==> src/rtl/id_ex_pipe.sv <==
// id_ex_pipe: ID/EX pipeline register for the RV32I core.
// Owns the load-use bubble / downstream-hold decision and keeps hazard debug counters.
`default_nettype none

module id_ex_pipe #(
  parameter int XLEN      = 32,
  parameter int RAW       = 5,
  parameter int OPW       = 8,
  parameter int CNT_W     = 16,
  parameter int MAX_STALL = 8
) (
  input  logic             clk,
  input  logic             rst,
  input  logic             id_valid,
  input  logic [XLEN-1:0]  id_pc,
  input  logic [OPW-1:0]   id_aluop,
  input  logic [2:0]       id_alusel,
  input  logic             id_re1,
  input  logic             id_re2,
  input  logic             id_rsuc1,
  input  logic             id_rsuc2,
  input  logic [XLEN-1:0]  id_reg1,
  input  logic [XLEN-1:0]  id_reg2,
  input  logic [XLEN-1:0]  id_imm,
  input  logic [RAW-1:0]   id_wd,
  input  logic             id_wreg,
  input  logic             id_is_load,
  input  logic             ex_stall,
  input  logic             flush,
  output logic             stall_req_id,
  output logic             ex_valid,
  output logic [XLEN-1:0]  ex_pc,
  output logic [OPW-1:0]   ex_aluop,
  output logic [2:0]       ex_alusel,
  output logic [XLEN-1:0]  ex_reg1,
  output logic [XLEN-1:0]  ex_reg2,
  output logic [XLEN-1:0]  ex_imm,
  output logic [RAW-1:0]   ex_wd,
  output logic             ex_wreg,
  output logic             ex_is_load,
  output logic [CNT_W-1:0] stall_cnt,
  output logic             stall_timeout
);

  localparam int RCW = $clog2(MAX_STALL + 1);
  localparam logic [RCW-1:0] C_MAX_RUN = RCW'(MAX_STALL);

  typedef enum logic [1:0] {
    S_RUN  = 2'd0,
    S_HAZ  = 2'd1,
    S_HOLD = 2'd2
  } state_t;

  state_t         r_state;
  state_t         w_state_nxt;
  logic [RCW-1:0] r_run_cnt;
  logic [RCW-1:0] w_run_inc;
  logic           w_ready;
  logic           w_hazard;

  always_comb begin
    w_ready      = (!id_re1 || id_rsuc1) && (!id_re2 || id_rsuc2);
    w_hazard     = id_valid && !w_ready && !rst;
    stall_req_id = !rst && (w_hazard || ex_stall);
  end

  // Edge priority: flush > ex_stall > hazard > advance (rst handled in the register).
  always_comb begin
    w_state_nxt = S_RUN;
    if (flush)         w_state_nxt = S_RUN;
    else if (ex_stall) w_state_nxt = S_HOLD;
    else if (w_hazard) w_state_nxt = S_HAZ;
    else               w_state_nxt = S_RUN;
  end

  // run_cnt is always zero in RUN, so a hazard starting from RUN begins a fresh run.
  always_comb begin
    w_run_inc = '0;
    if (r_state == S_RUN)          w_run_inc = RCW'(1);
    else if (r_run_cnt < C_MAX_RUN) w_run_inc = r_run_cnt + RCW'(1);
    else                           w_run_inc = r_run_cnt;
  end

  always_ff @(posedge clk) begin
    if (rst) begin
      r_state       <= S_RUN;
      r_run_cnt     <= '0;
      stall_cnt     <= '0;
      stall_timeout <= 1'b0;
      ex_valid      <= 1'b0;
      ex_pc         <= '0;
      ex_aluop      <= '0;
      ex_alusel     <= '0;
      ex_reg1       <= '0;
      ex_reg2       <= '0;
      ex_imm        <= '0;
      ex_wd         <= '0;
      ex_wreg       <= 1'b0;
      ex_is_load    <= 1'b0;
    end else begin
      r_state <= w_state_nxt;
      if (w_state_nxt != S_HOLD) begin
        // Bubbles carry ex_wd = 0 so the EX forwarding compare can never match them.
        ex_valid   <= 1'b0;
        ex_pc      <= '0;
        ex_aluop   <= '0;
        ex_alusel  <= '0;
        ex_reg1    <= '0;
        ex_reg2    <= '0;
        ex_imm     <= '0;
        ex_wd      <= '0;
        ex_wreg    <= 1'b0;
        ex_is_load <= 1'b0;
        if (w_state_nxt == S_HAZ) begin
          r_run_cnt <= w_run_inc;
          if (w_run_inc == C_MAX_RUN) stall_timeout <= 1'b1;
          if (stall_cnt != '1) stall_cnt <= stall_cnt + CNT_W'(1);
        end else begin
          r_run_cnt <= '0;
          if (!flush && id_valid) begin
            ex_valid   <= 1'b1;
            ex_pc      <= id_pc;
            ex_aluop   <= id_aluop;
            ex_alusel  <= id_alusel;
            ex_reg1    <= id_reg1;
            ex_reg2    <= id_reg2;
            ex_imm     <= id_imm;
            ex_wd      <= id_wd;
            ex_wreg    <= id_wreg;
            ex_is_load <= id_is_load;
          end
        end
      end
    end
  end

endmodule

`default_nettype wire

==> config.mk <==
export PLATFORM = sky130hd
export DESIGN_NAME = id_ex_pipe
export DESIGN_NICKNAME = d
export VERILOG_FILES = /design/src/rtl/id_ex_pipe.sv
export SDC_FILE = /design/constraint.sdc
export NUM_CORES = 1
export LEC_CHECK = 0
export CAP_MARGIN = 0
export CORE_MARGIN = 5
export CORE_UTILIZATION = 40
export DETAILED_ROUTE_END_ITERATION = 6
export DONT_BUFFER_PORTS = 1
export PLACE_DENSITY = 0.5
export SYNTH_ARGS = -nofsm -noshare
export SYNTH_HDL_FRONTEND = slang
export SYNTH_SLANG_ARGS = --single-unit
==> constraint.sdc <==
create_clock -name clk -period 3.5 [get_ports clk]
set_input_delay 0.525 -clock clk [delete_from_list [all_inputs] [get_ports clk]]
set_output_delay 0.525 -clock clk [all_outputs]
set_load 0.02 [all_outputs]
==> run_results.csv, run 1 <==
group,metric,value,unit
outcome,status,"complete, no violations",
flow_run,drv_cap,0,
synth,synth_simple_gate_area_share,7.603,%
synth,synth_xor_area_share,0.1529,%
power,p_int,0.003203,W
clock_tree,insertion_delay,0.41,ns
synth,synth_top_family_by_area,"compound AO/OA/AOI/OAI gates",
clock_tree,cts_made_buffers,17,
sta,fin_worst_skew,0.008464,ns
worst_setup_path,ff2ff_path_depth,4,
hold_path,hold_class,"primary input to flip-flop",
global_route,grtUsageTotal,16.59,%
route,drt-vias-per-instance,5.936,
die,die_h,129.7,um
worst_setup_path,crit_fanout,7,
synth,synth_mux_area_share,1.508,%
clock_tree,cts_max_level,4,
power,power.switching,0.0008781,W
layout,antennaDiodeCount,0,
die,die-area,16810,um^2
global_route,grt_pass1_vias,3852,
place,port-buffer-count,0,
synth,yosys_most_used_dff,"dfxtp_1",
clock_tree,cts_sinks,170,
synth,synth_nets,627,
clock_tree,post-cts-setup-buffer-count,0,
die,initial_utilization,41.10,%
layout,stdcell_count,652,
synth,avgSynthCellArea,12.18,um^2
sta,fin_crit,2.135,ns
clock_tree,path_clk_slew,0.07,ns
synth,yosys.area_share.adder,0.4370,%
route,ant_nets,0,
clock_tree,cts_tree,"yes",
die,row_count,43,
clock_tree,clockBufferDepth,2,
layout,fin_util,46.26,%
hold_path,whs_path_depth,1,
synth,syn_area,5727,um^2
worst_setup_path,worstPathArrival,2.43,ns
synth,synth.top_cell.area_share,59.43,%
layout,final_cell_mix,"dfxtp_1 (170), a22o_1 (146), clkbuf_16 (17)",
layout,final_common_cell,"dfxtp_1",
die,ios,320,
sta,final_max_slew_viol_count,0,
route,wl_per_cell,23.20,um
power,power_frac_seq,49.3,%
worst_setup_path,crit_type,"flip-flop to flip-flop",
die,die_w,129.7,um
hold_path,hold_end,"stall_cnt[4]$_SDFFE_PP0P_",
layout,final_area,6446,um^2
sta,fmax,0.4683,GHz
place,place_inst,620,
synth,synthTopCellsByArea,"dfxtp_1 (59%), a22o_1 (22%), buf_2 (1.3%), or4_1 (1.2%), buf_6 (1.2%)",
die,core_area,13930,um^2
layout,fin_nets,616,
sta,worstMarginPinSlew,0.7715,ns
synth,synth_edf_count,0,
synth,async_flop_share,0,%
synth,synthDistinctLibCells,49,
sta,fin_hold_ws,0.1811,ns
route,drt_iter0_drc,211,
power,p_comb_share,1.9,%
route,drt_drc_violations_left,0,
sta,slew_headroom,48.57,%
sta,hold_viol,0,
worst_setup_path,timing.rr.end,"stall_cnt[1]$_SDFFE_PP0P_",
place,dp_hpwl,11040,um
synth,ys_warn_count,0,
clock_tree,root_buffer,"clkbuf_16",
worst_setup_path,worstSetupEndpointType,"flip-flop",
power,swShare,21.52,%
worst_setup_path,reg2reg_from,"stall_cnt[9]$_SDFFE_PP0P_",
worst_setup_path,worstPathRequired,3.79,ns
synth,synth_largest_area_cell,"dfxtp_1",
power,power.leakage,2.438,nW
clock_tree,cts_resized,0,
layout,syn_to_final_growth,12.56,%
place,dpl_cell_area,5811,um^2
power,p_per_area,633.1,nW/um^2
synth,ys_seq_area_share,59.43,%
place,place_congestion,0.7316,
sta,setup_viol,0,
hold_path,hp-start,"rst",
power,p_clk_share,48.8,%
synth,synth_compound_area_share,27.27,%
sta,rsz0062_at_grt,"no",
synth,ys_ff_latch,170,
global_route,grt_pass1_wl,21650,um
sta,setup_tns,0,ns
global_route,overflow,0,
route,route.vias.total,3870,
worst_setup_path,reg2reg_setup_slack,1.36,ns
route,first_pass_iters,4,
global_route,grt_max_degree,77,
global_route,antenna_found_initial,0,
worst_setup_path,cp-start-kind,"flip-flop",
synth,synthCells,470,
sta,finalCritPeriodShare,61.01,%
layout,drive_gt1_share,10.81,%
power,ir_drop,0.3862,mV
clock_tree,hold_buffers,0,
route,routed_wl,15130,um
-- layer usage --
layer	global-route usage [%]	vias to the layer above	wire, um
met5	0	-	0
met4	6.418	0	373
met1	17.64	1819	5458
met2	28.09	218	7412
li1	-	1807	-
met3	8.450	26	1885
-- flip-flops by register name, indices dropped and copies added (netlist names), 3 cells and up --
name       flops
ex_pc         32
ex_reg2       32
ex_reg1       32
stall_cnt     16
r_run_cnt      4
ex_aluop       8
ex_wd          5
ex_imm        32
ex_alusel      3
-- critical path, cell delays in order, from the launching register on --
cell and delay [ns]:
dfxtp_1 0.59, nand4_2 0.28, or4_1 0.63, o21ai_2 0.18, mux2_1 0.34
-- metrics by stage --
step           power, W  setup slack [ns]
2_1_floorplan  0.002119             1.588
3_3_place_gp   0.002132             1.262
3_5_place_dp   0.002133             1.217
4_1_cts        0.004135             1.343
5_1_grt        0.004222             1.227
6_report       0.004081             1.365
-- cells in the mapped netlist (2+ instances only) --
master and instances:
or4_1 9, buf_6 6, mux2i_1 3, inv_1 4, o31ai_1 8, a211oi_1 2
ha_1 2, and4_1 3, buf_2 15, nor2b_1 5, nand4_1 3, nand2b_1 4
mux2_2 4, nand3_1 7, and2b_1 4, buf_1 3, nor4_2 2, a22o_1 146
clkbuf_1 10, dfxtp_1 170, a32oi_1 2, a21o_1 3, nor2_1 11, a21oi_1 11
nand2_1 9
-- worst max path at each step --
stage | start | endpoint | slack (ns) | cells after the start
after global routing | stall_cnt[9]$_SDFFE_PP0P_ | stall_cnt[3]$_SDFFE_PP0P_ | 1.23 | 4
after floorplan | stall_cnt[9]$_SDFFE_PP0P_ | stall_cnt[1]$_SDFFE_PP0P_ | 1.59 | 4
final | stall_cnt[9]$_SDFFE_PP0P_ | stall_cnt[1]$_SDFFE_PP0P_ | 1.36 | 4
after global placement | flush | ex_reg2[5]$_SDFFE_PP0P_ | 1.26 | 4
after CTS | stall_cnt[9]$_SDFFE_PP0P_ | stall_cnt[1]$_SDFFE_PP0P_ | 1.34 | 4
after detailed placement | flush | ex_pc[17]$_SDFFE_PP0P_ | 1.22 | 4
-- kinds of logic (layout without fill, tap and decap cells) --
family | Yosys count | count (layout)
adders and majority gates | 2 | 2
AOI/OAI and AO/OA | 184 | 184
and+or+nand+nor | 67 | 67
DFF | 170 | 170
buffers and inverters | 38 | 40
xor gates and xnor gates | 1 | 1
muxes | 8 | 8
-- power by group through the flow --
stage               registers [W]  logic [W]  clock network (W)
finish                    0.00201  0.0000777            0.00199
global route              0.00201  0.0000857            0.00212
CTS                       0.00201  0.0000782            0.00204
detailed placement        0.00206  0.0000778                  0
global placement          0.00206  0.0000756                  0
floorplan                 0.00205  0.0000721                  0
-- cell type report --
class                   instances  area (um^2)
clock buffers                  17        425.4
inverters                       4        15.01
flip-flops and latches        170         3403
well taps                     180        225.2
fillers                      1255         7488
repair buffers                  4        42.54
clock inverters                15        210.2
multi-input cells             262         2125
Note: power is estimated with default switching activity, not from simulation.
==> inputs of run 2 (changes only) <==
Settings changed: PLACE_DENSITY 0.5 to 0.52.
Clock period 3.5 ns to 1.78 ns, I/O delays scaled along.
==> run_results.csv, run 2 <==
group,metric,value,unit
synth,avgSynthCellArea,12.18,um^2
clock_tree,cts_resized,1,
place,port-buffer-count,0,
synth,async_flop_share,0,%
synth,synth_nets,627,
outcome,stop_stage,"clock tree synthesis",
die,die_h,129.7,um
synth,synth_largest_area_cell,"dfxtp_1",
clock_tree,cts_max_level,4,
synth,synth_commonest_cells,"dfxtp_1 (170), a22o_1 (146), buf_2 (15)",
synth,ys_warn_count,0,
synth,synthDistinctLibCells,49,
synth,synthTopCellsByArea,"dfxtp_1 (59%), a22o_1 (22%), buf_2 (1.3%), or4_1 (1.2%), buf_6 (1.2%)",
synth,synth.top_cell.area_share,59.43,%
clock_tree,cts_made_buffers,17,
outcome,status,"aborted with a tool error",
die,row_count,43,
synth,synth_edf_count,0,
synth,syn_area,5727,um^2
die,initial_utilization,41.10,%
clock_tree,clockBufferDepth,2,
clock_tree,root_buffer,"clkbuf_16",
synth,synthCells,470,
die,die_w,129.7,um
clock_tree,post-cts-setup-buffer-count,0,
clock_tree,cts_sinks,170,
synth,synth_most_common_cell,"dfxtp_1",
synth,ys_ff_latch,170,
die,ios,320,
place,place_congestion,0.7736,
outcome,error_line,"[ERROR RSZ-0060] Max buffer count reached.",
synth,yosys_most_used_dff,"dfxtp_1",
synth,ys_seq_area_share,59.43,%
clock_tree,hold_buffers,137,
place,dp_hpwl,11530,um
run 2: logic make-up after synthesis:
| kind of cell | after synthesis | synth area share [%] |
|---|---|---|
| AOI/OAI and AO/OA | 184 | 27.27 |
| DFF | 170 | 59.43 |
| and+or+nand+nor | 67 | 7.603 |
| buffers and inverters | 38 | 3.605 |
| muxes | 8 | 1.507 |
| adders and majority gates | 2 | 0.4369 |
| xor gates and xnor gates | 1 | 0.1530 |
run 2: through the flow:
stage / instance area (um^2) / hold WS (ns) / utilization (%) / setup slack, ns / cells
2_1_floorplan: 5741 / 0.3996 / - / 0.006833 / 470
3_3_place_gp: 6110 / 0.3361 / 43.84 / 0.06784 / 648
3_5_place_dp: 6110 / 0.3366 / 43.84 / 0.02199 / 648
==> inputs of run 3 (changes only) <==
Settings changed: CORE_UTILIZATION 40 to 25, PLACE_DENSITY 0.52 to unset, PLACE_DENSITY_LB_ADDON set to 0.15.
Clock period 1.78 ns to 2.3 ns, I/O delays scaled along.
==> run_results.csv, run 3 (same netlist as run 1, synthesis figures left out) <==
group,metric,value,unit
outcome,status,"complete, no violations",
clock_tree,clockBufferDepth,2,
layout,syn_to_final_growth,15.73,%
power,power_frac_seq,51.3,%
die,ios,320,
sta,fmax,0.5228,GHz
route,drt_iter0_drc,191,
power,power.switching,0.001431,W
place,dp_hpwl,11290,um
clock_tree,cts_max_level,4,
worst_setup_path,worstPathRequired,2.65,ns
global_route,antenna_found_initial,0,
power,p_comb_share,2.2,%
hold_path,hold_class,"primary input to flip-flop",
sta,slew_headroom,60.74,%
power,power,0.005957,W
power,ir_drop,0.4467,mV
sta,setup_tns,0,ns
sta,fin_ws,0.3873,ns
sta,rsz0062_at_grt,"no",
die,die-area,26030,um^2
die,core_area,22570,um^2
layout,final_common_cell,"dfxtp_1",
clock_tree,cts_made_buffers,17,
sta,worstMarginPinSlew,0.5889,ns
worst_setup_path,cp_top_family,"simple AND/OR/NAND/NOR gates",
clock_tree,insertion_delay,0.42,ns
layout,nFillCells,2259,
power,swShare,24.02,%
power,p_clk_share,46.5,%
layout,antennaDiodeCount,0,
route,ant_nets,0,
global_route,grt_max_degree,94,
worst_setup_path,worstSetupEndpointType,"flip-flop",
route,drt_drc_violations_left,0,
global_route,met1_usage,12.72,%
layout,fin_nets,626,
clock_tree,cts_resized,0,
layout,multi_input_area,2125,um^2
layout,drive_gt1_share,12.45,%
clock_tree,path_clk_slew,0.07,ns
place,post-place-ws,0.3958,ns
die,initial_utilization,25.37,%
die,row_count,55,
clock_tree,root_buffer,"clkbuf_16",
global_route,grt_use_met3,5.435,%
worst_setup_path,cp-start-kind,"flip-flop",
global_route,grt-busiest-layer,"met2",
global_route,grt_pass1_wl,23460,um
layout,regArea,3403,um^2
route,drt-vias-per-instance,5.094,
global_route,met2_usage,19.03,%
power,p_per_area,898.9,nW/um^2
flow_run,drv_cap,0,
worst_setup_path,crit_type,"flip-flop to flip-flop",
worst_setup_path,worstPathArrival,2.26,ns
layout,final_cell_mix,"dfxtp_1 (170), a22o_1 (146), clkbuf_16 (17)",
route,first_pass_iters,4,
sta,fin_crit,1.913,ns
worst_setup_path,max_stage_delay,0.56,ns
power,power.leakage,2.470,nW
route,routed_wl,15860,um
place,port-buffer-count,0,
global_route,grtUsageTotal,11.35,%
route,wl_per_cell,20.68,um
sta,finalCritPeriodShare,83.16,%
sta,fin_worst_skew,0.01014,ns
clock_tree,cts_tree,"yes",
worst_setup_path,cp_slowest_cell,"or4_1",
sta,setup_viol,0,
global_route,grt_pass1_vias,3946,
sta,hold_viol,0,
global_route,overflow,0,
die,die_h,161.4,um
power,p_int,0.004526,W
worst_setup_path,crit_fanout,8,
sta,final_max_slew_viol_count,0,
place,place_congestion,0.7043,
die,die_w,161.4,um
route,route.vias.total,3907,
worst_setup_path,crit_buf_inv,0,
clock_tree,cts_sinks,170,
worst_setup_path,crit_chain,"and4_1, o2111ai_2, or4_1, a21oi_1",
-- run 3: per-layer routing --
layer | share of wire, % | routed length, um
met4 | 1.1 | 177
met1 | 39 | 6195
met2 | 48 | 7690
met3 | 11 | 1799
met5 | 0 | 0
-- run 3: path summary, 6_finish.rpt --
kind | from | to | slack [ns] | cells after the start
worst max register to register | stall_cnt[2]$_SDFFE_PP0P_ | stall_cnt[15]$_SDFFE_PP0P_ | 0.39 | 4
worst min register to register | r_run_cnt[2]$_SDFFE_PP0P_ | r_run_cnt[2]$_SDFFE_PP0P_ | 0.53 | 1
worst min-delay path | id_reg1[24] | ex_reg1[24]$_SDFFE_PP0P_ | 0.04 | 1
worst max-delay path | stall_cnt[2]$_SDFFE_PP0P_ | stall_cnt[15]$_SDFFE_PP0P_ | 0.39 | 4
-- run 3: layout make-up --
cell class	count	area share [%]
clock buffers	19	6.834
clock inverters	13	1.963
inverters	4	0.2265
multi-input cells	262	32.06
flip-flops and latches	170	51.35
well taps	285	5.380
repair buffers	14	2.190
-- run 3: worst register-to-register path, cell delays in order (launching register included) --
cell and delay, ns:
dfxtp_1 0.55, and4_1 0.35, o2111ai_2 0.24, or4_1 0.56
a21oi_1 0.14
-- run 3: power groups by stage --
| stage | combinational (W) | sequential, W | clock [W] |
|---|---|---|---|
| finish | 0.000132 | 0.00306 | 0.00277 |
| global placement | 0.000123 | 0.00313 | 0 |
| detailed placement | 0.000127 | 0.00313 | 0 |
| CTS | 0.000132 | 0.00306 | 0.00289 |
| global route | 0.000144 | 0.00306 | 0.00302 |
| floorplan | 0.000110 | 0.00312 | 0 |
-- run 3: repair_timing --
action,in CTS,in global routing
setup buffers,0,0
hold buffers,1,0
hold endpoints to repair,12,0
-- run 3: per-stage QoR --
stage | hold WS, ns | util (%) | instances | instance area (um^2)
5_1_grt | 0.01442 | 29.36 | 767 | 6628
2_1_floorplan | 0.4776 | - | 470 | 5727
4_1_cts | 0.02041 | 29.36 | 767 | 6628
3_3_place_gp | 0.4187 | 26.74 | 734 | 6035
6_report | 0.04433 | 29.36 | 767 | 6628
3_5_place_dp | 0.4189 | 26.74 | 734 | 6035
